<file path="src/rtl/spi_pkg.sv">
// Shared definitions for the SPI target endpoint: default frame width, counter width
// and the per-edge frame phase used to decode the bit counter.
package spi_pkg;

   localparam int unsigned DATA_W = 8;
   localparam int unsigned CNT_W  = $clog2(DATA_W);

   typedef logic [DATA_W-1:0] spi_byte_t;

   // Role of the current SCL edge within a frame.
   typedef enum logic [1:0] {
      PhIdle,
      PhFirst,
      PhMid,
      PhLast
   } phase_e;

endpackage

</file>
<file path="src/rtl/spi_shift_reg.sv">
// Parallel-load, serial-in shift register (MSB shifts out first), clocked on SCL.
// Synchronous active-high clear; load takes priority over shift.
module spi_shift_reg
#(
   parameter int unsigned WIDTH = spi_pkg::DATA_W
)
(
   input  logic             clk,
   input  logic             rst,
   input  logic             load,
   input  logic [WIDTH-1:0] load_data,
   input  logic             shift_en,
   input  logic             serial_in,
   output logic [WIDTH-1:0] data
);

   logic [WIDTH-1:0] shift_q;
   logic [WIDTH-1:0] shift_d;

   always_comb begin
      shift_d = shift_q;
      if (load) begin
         shift_d = load_data;
      end else if (shift_en) begin
         shift_d = {shift_q[WIDTH-2:0], serial_in};
      end
   end

   always_ff @(posedge clk) begin
      if (rst) begin
         shift_q <= '0;
      end else begin
         shift_q <= shift_d;
      end
   end

   assign data = shift_q;

endmodule

</file>
<file path="src/rtl/spi_modport.sv">
// SPI mode-0 target endpoint: MSB-first DATA_W-bit frames, runs purely on SCL.
// Reset input rst_n is active-high and synchronous to SCL (name inherited).
module spi_modport
#(
   parameter int unsigned DATA_W = spi_pkg::DATA_W
)
(
   input  logic              SCL,
   input  logic              rst_n,
   input  logic              CS_n,
   input  logic              MOSI,
   input  logic [DATA_W-1:0] tx_data,
   output logic              MISO,
   output logic [DATA_W-1:0] rx_data,
   output logic              rx_valid
);

   import spi_pkg::*;

   localparam int unsigned      BIT_W    = $clog2(DATA_W);
   localparam logic [BIT_W-1:0] LAST_CNT = BIT_W'(DATA_W - 1);

   logic [BIT_W-1:0]  bit_cnt;
   logic [DATA_W-1:0] rx_shift;
   logic [DATA_W-1:0] tx_shift;
   phase_e            phase;
   logic              active;
   logic              tx_load;
   logic              tx_shift_en;

   always_comb begin
      if (CS_n) begin
         phase = PhIdle;
      end else if (bit_cnt == '0) begin
         phase = PhFirst;
      end else if (bit_cnt == LAST_CNT) begin
         phase = PhLast;
      end else begin
         phase = PhMid;
      end
   end

   assign active      = (phase != PhIdle);
   assign tx_load     = (phase == PhFirst);
   assign tx_shift_en = (phase == PhMid) || (phase == PhLast);

   spi_shift_reg #(
      .WIDTH (DATA_W)
   ) u_rx_shift (
      .clk       (SCL),
      .rst       (rst_n),
      .load      (1'b0),
      .load_data ('0),
      .shift_en  (active),
      .serial_in (MOSI),
      .data      (rx_shift)
   );

   // MSB goes straight to MISO on the first edge, so the register keeps the rest pre-shifted.
   spi_shift_reg #(
      .WIDTH (DATA_W)
   ) u_tx_shift (
      .clk       (SCL),
      .rst       (rst_n),
      .load      (tx_load),
      .load_data ({tx_data[DATA_W-2:0], 1'b0}),
      .shift_en  (tx_shift_en),
      .serial_in (1'b0),
      .data      (tx_shift)
   );

   always_ff @(posedge SCL) begin
      if (rst_n) begin
         bit_cnt  <= '0;
         MISO     <= 1'b0;
         rx_data  <= '0;
         rx_valid <= 1'b0;
      end else begin
         rx_valid <= 1'b0;
         unique case (phase)
            PhIdle: begin
               bit_cnt <= '0;
            end
            PhFirst: begin
               MISO    <= tx_data[DATA_W-1];
               bit_cnt <= bit_cnt + 1'b1;
            end
            PhMid: begin
               MISO    <= tx_shift[DATA_W-1];
               bit_cnt <= bit_cnt + 1'b1;
            end
            PhLast: begin
               MISO     <= tx_shift[DATA_W-1];
               bit_cnt  <= '0;
               rx_data  <= {rx_shift[DATA_W-2:0], MOSI};
               rx_valid <= 1'b1;
            end
            default: begin
               bit_cnt <= '0;
            end
         endcase
      end
   end

   logic unused_shift_bits;
   assign unused_shift_bits = ^{rx_shift[DATA_W-1], tx_shift[DATA_W-2:0]};

endmodule

</file>
<file path="config.mk">
export PLATFORM = sky130hd
export DESIGN_NAME = spi_modport
export DESIGN_NICKNAME = d
export VERILOG_FILES = /design/src/rtl/spi_pkg.sv /design/src/rtl/spi_shift_reg.sv /design/src/rtl/spi_modport.sv
export SDC_FILE = /design/constraint.sdc
export NUM_CORES = 1
export LEC_CHECK = 0
export CAP_MARGIN = 20
export CORE_MARGIN = 2
export CORE_UTILIZATION = 49
export DETAILED_ROUTE_END_ITERATION = 8
export PLACE_DENSITY = 0.87
export SYNTH_ARGS = -nofsm -noshare
export SYNTH_HDL_FRONTEND = slang
export SYNTH_SLANG_ARGS = --single-unit
</file>
<file path="constraint.sdc">
create_clock -name SCL -period 1.4 [get_ports SCL]
set_clock_uncertainty 0.1 [all_clocks]
set_input_delay 0.28 -clock SCL [delete_from_list [all_inputs] [get_ports SCL]]
set_output_delay 0.28 -clock SCL [all_outputs]
set_load 0.1 [all_outputs]
</file>
== Word-level counts from Yosys, hierarchy flattened ==
Cells that the tools add are included.
Word-level totals
  flip-flop bits (word level): 27
  input bits: 12
  logic and storage cells: 28
Operators by class
  $add $sub $neg: 1
  equal/unequal tests: 4
  muxes and demuxes: 8
  reductions and logical operators: 9
Operators with widths (number)
  8-bit two-way mux: 2
  3-bit case mux with 2 select lines: 1
  2-bit nonzero test: 3
  2-bit OR reduction: 3
  2-bit equality test, second input constant: 2
  2-bit two-way mux: 2
  3-bit by 1-bit adder with 3-bit output, second input constant: 1
  3-bit equality test, second input constant: 1
  3-bit zero test: 1
  2-bit by 1-bit equality test with 1-bit output, second input constant: 1
  2-bit zero test: 1
  1-bit two-way mux: 2
  1-bit case mux with 2 select lines: 1
  1-bit logical OR: 1

== Depth between registers and ports, before layout ==
  depth in word-level cells: 8
  gate-level depth with buffers: 6
  gate-level depth less buffers: 5

== Hierarchy ==
From an unflattened synthesis, not the netlist that was laid out.
Second synthesis, totals
  cell total of the unflattened synthesis: 130
  area, all modules: 1311.3 um2
By module, submodules not included
  spi_shift_reg: instances 2, cells each 35, area an instance 369.1 um2
  spi_modport: instances 1, cells each 60, area an instance 573.0 um2

== Worst setup path before layout ==
Ideal clock, no wire load.
  path type: flip-flop to flip-flop
  start: register, netlist name MISO
  end: register MISO
  library setup time: 59 ps
  arrival: 1301 ps
  setup slack: -61 ps
  cell stages (with the launch flop): 4
  period minus slack after synthesis: 1461 ps
  cells stage by stage: dfxtp_1 -> inv_1 -> a21oi_1 -> o311a_1
RTL lines
  end signal: assignment: line spi_modport.sv:85  | MISO <= tx_data[DATA_W-1];
  end signal: assignment: line spi_modport.sv:89  | MISO <= tx_shift[DATA_W-1];
  end signal: assignment: line spi_modport.sv:93  | MISO <= tx_shift[DATA_W-1];
  end: declaration: line spi_modport.sv:13  | output logic MISO,

== Worst setup path in the final report ==
  start: register bit_cnt[0]
  end: register u_tx_shift.shift_q[5], in the netlist u_tx_shift.data[5]
On the way
  longest elaborated chain between the ends: 7
  elaborated cells on any way between the ends: 11
Ends and longest elaborated chain
  start: declaration: line spi_modport.sv:23  | logic [BIT_W-1:0] bit_cnt;
  start signal: assignment: line spi_modport.sv:86  | bit_cnt <= bit_cnt + 1'b1;
  start signal: assignment: line spi_modport.sv:90  | bit_cnt <= bit_cnt + 1'b1;
  3-bit equality test: line spi_modport.sv:36  | end else if (bit_cnt == LAST_CNT) begin
  1-bit two-way mux: line spi_modport.sv:36
  2-bit two-way mux *: line spi_modport.sv:34  | end else if (bit_cnt == '0) begin
  2-bit two-way mux *: line spi_modport.sv:32  | if (CS_n) begin
  2-bit equality test: line spi_modport.sv:45  | assign tx_shift_en = (phase == PhMid) || (phase == PhLast);
  1-bit logical OR: line spi_modport.sv:45
  2-bit nonzero test (no line)
  end signal: assignment: line spi_shift_reg.sv:33  | shift_q <= shift_d;
  end: declaration: line spi_shift_reg.sv:17  | logic [WIDTH-1:0] shift_q;
Every way passes the cells marked *; elsewhere a longest branch is shown, timed or not.
A chain may end at the register's enable or synchronous reset.

==> key figures <==
Run status
  • Status: finished clean

Route
  • Per-cell routed wire length: between 10 and 15 µm
  • DRT Pass-1 Iters: 4
  • Antenna viol nets, final: 0
  • Vias per cell: between 5 and 6
  • Residual DRC: 0
  • Via count: between 900 and 1000
  • Iter 0 DRT Violations: 15
  • WL final: 2.12 mm

Cells and area
  • Share of cells above drive strength 1: roughly 17%
  • Design Area, Final: about 0.0015 mm²
  • Area Overhead vs Synth: 36.3%
  • Nets: approximately 170
  • # diodes: 0

Synthesis
  • Top-count cell post-synth: dfxtp_1
  • Commonest cells post-synth: 27 x dfxtp_1, 25 x nand2_1, 16 x a21oi_1, 15 x nor2_1, 9 x inv_1
  • Share of the synthesized area in the top cell type: between 40% and 50%
  • EDFF count, synth: 0
  • Synth Instances: 126
  • Syn Area/Cell: around 8.6 µm²
  • Main flop type after synthesis: dfxtp_1
  • Async SR Flop Fraction: 0%
  • Synth Warn #: 0
  • Seq/Total Area, Yosys: between 40% and 50%
  • Cell variety after synth: 17
  • Post-synthesis register bit count: 27
  • Cell Area, Synth: approximately 0.0011 mm²
  • Yosys top cell by area: dfxtp_1
  • Synthesized Nets: between 100 and 150
  • Ranking of synthesized cells by area: dfxtp_1 50%, nand2_1 8.7%, a21oi_1 7.4%, mux2i_1 6.5%, o311a_1 6.5%

Place
  • Hpwl dp: around 1.6 mm
  • Port Buf Inserts: 21
  • GPL Wtd Cong: between 0.6 and 0.7
  • Area after DPL: ~0.0014 mm²

CTS
  • Root Buffer: clkbuf_4
  • Clock Latency Late Sink: about 320 ps
  • Hold buffer count at CTS: 0
  • Clock Path Buffers: 2
  • TritonCTS clock tree: done
  • Setup bufs post-CTS: 0
  • TritonCTS buffer count: 3
  • H-tree Lvls: 1
  • Clock-pin slew on the worst setup and hold paths: around 140 ps
  • Resize count post-CTS: 0
  • Clock sink count: 27

GRT
  • Initial antenna violation count: 0
  • Total track usage: between 10% and 20%
  • First-pass GRT wire length: roughly 3.6 mm
  • Largest net degree at the start of global routing: 23
  • Total gr overflow: 0
  • Vias in the first global route: between 800 and 900

Timing
  • Fin crit share: 94.1%
  • Hold slack: ~360 ps
  • RSZ-0062 raised after global routing: false
  • Max Clock Freq: 759 MHz
  • Worst-margin pin slew: between 150 and 200 ps
  • Final critical-path required period: around 1300 ps
  • Fin. Hold Viols: 0
  • Final setup vio count: 0
  • Slew Limit Fails: 0
  • Max_slew headroom: 89.0%

Critical path
  • Worst EP arrival: 1450 ps
  • Crit-path max FO: 14
  • CP Class: flop to flop
  • Worst path required time: ~1500 ps
  • R2R cell count: 5
  • CP Launch Type: flop
  • CP Capture Type: flop

Floorplanning
  • IO Count: 22
  • Die width: about 50 µm
  • Height of the die: just over 50 µm
  • Die area: about 0.0026 mm²
  • # rows: 17
  • Initial Util: between 50% and 60%
  • Core region area: around 0.0021 mm²

Pwr
  • Maximum vdd drop: approximately 0.00065 V
  • Pwr/cell area: slightly below 900 mW/mm²
  • Pleak: 0.601 nW

Worst hold path
  • Hold Crit Class: flop to flop
  • Min-Delay Path Depth: 2

Job
  • Max-capacitance violation count: 0
[critical path, cell delays in order (launching register included)]
cell      delay [ps]
dfxtp_1          340
inv_1             70
ha_1             200
nand2b_4          60
buf_4            170
o311a_1          290
[final cells by class]
| type | instances | area [µm²] |
|---|---|---|
| clock buffer | 3 | 22.5 |
| clock inverter | 1 | 5.00 |
| fill | 171 | 673 |
| inverter | 9 | 33.8 |
| multi-input combinational | 81 | 467 |
| sequential | 27 | 542 |
| tap | 28 | 35.0 |
| timing repair buffer | 29 | 370 |
[layout by cell type (no fill, tap or decap)]
cell type / n
nand2b_4: 1
nor2_1: 15
nor3_1: 2
a21oi_1: 16
nand2_1: 25
ha_1: 2
buf_12: 10
clkdlybuf4s50_1: 11
or3b_1: 1
inv_1: 9
xnor2_1: 1
clkbuf_4: 3
dfxtp_1: 26
dfxtp_2: 1
and3b_2: 1
o311a_1: 7
nand3b_1: 1
mux2i_1: 7
and3_1: 2
buf_4: 8
clkinv_2: 1
[logic make-up (layout without fill, tap and decap cells)]
kind of cell | after synthesis | after routing | synth area share [%]
AND/OR/NAND/NOR | 48 | 48 | 19.5
flip-flops | 27 | 27 | 49.9
multiplexers | 7 | 7 | 6.47
XOR/XNOR | 1 | 1 | 0.809
buffers and inverters | 18 | 42 | 7.05
AO/OA/AOI/OAI | 23 | 23 | 13.9
adder cells (fa/ha/maj) | 2 | 2 | 2.31
[stage by stage]
| step | util, % | setup slack [ps] | setup TNS, ps | power (mW) | std cells |
|---|---|---|---|---|---|
| global placement | 67.3 | -151 | -2750 | 0.992 | 174 |
| CTS | 68.6 | 39.1 | 0 | 1.33 | 178 |
| detailed placement | 67.3 | -211 | -3700 | 1.00 | 174 |
| global route | 68.7 | 7.25 | 0 | 1.37 | 178 |
| finish | 68.7 | 82.4 | 0 | 1.31 | 178 |
| floorplan | - | 57.4 | 0 | 0.931 | 126 |
[flip-flops by register name, summed over array words and instances, names as in the netlist]
register,cells
MISO,1
rx_data,8
u_rx_shift.data,7
rx_valid,1
bit_cnt,3
u_tx_shift.data,7
[power by group]
group | internal, mW | leakage, nW | switching (mW)
Clock | 0.107 | 0.0177 | 0.224
Combinational | 0.0881 | 0.363 | 0.0864
Sequential | 0.794 | 0.220 | 0.0147
[final timing paths]
path,startpoint,to,slack [ps]
setup / recovery,bit_cnt[0],u_tx_shift.data[5],80
hold / removal,u_tx_shift.data[1],u_tx_shift.data[1],360
setup reg to reg,bit_cnt[0],u_tx_shift.data[5],80
hold reg to reg,u_tx_shift.data[1],u_tx_shift.data[1],360
[routing by layer]
| layer | up-vias | global-route usage, % | part of all wire, % |
|---|---|---|---|
| li1 | 461 | - | - |
| met1 | 418 | 22.0 | 43 |
| met2 | 20 | 32.7 | 52 |
| met3 | 2 | 3.80 | 4.3 |
| met4 | 0 | 6.76 | 0.76 |
| met5 | - | 0 | 0 |
No activity file was read; power rests on OpenSTA's default activity.
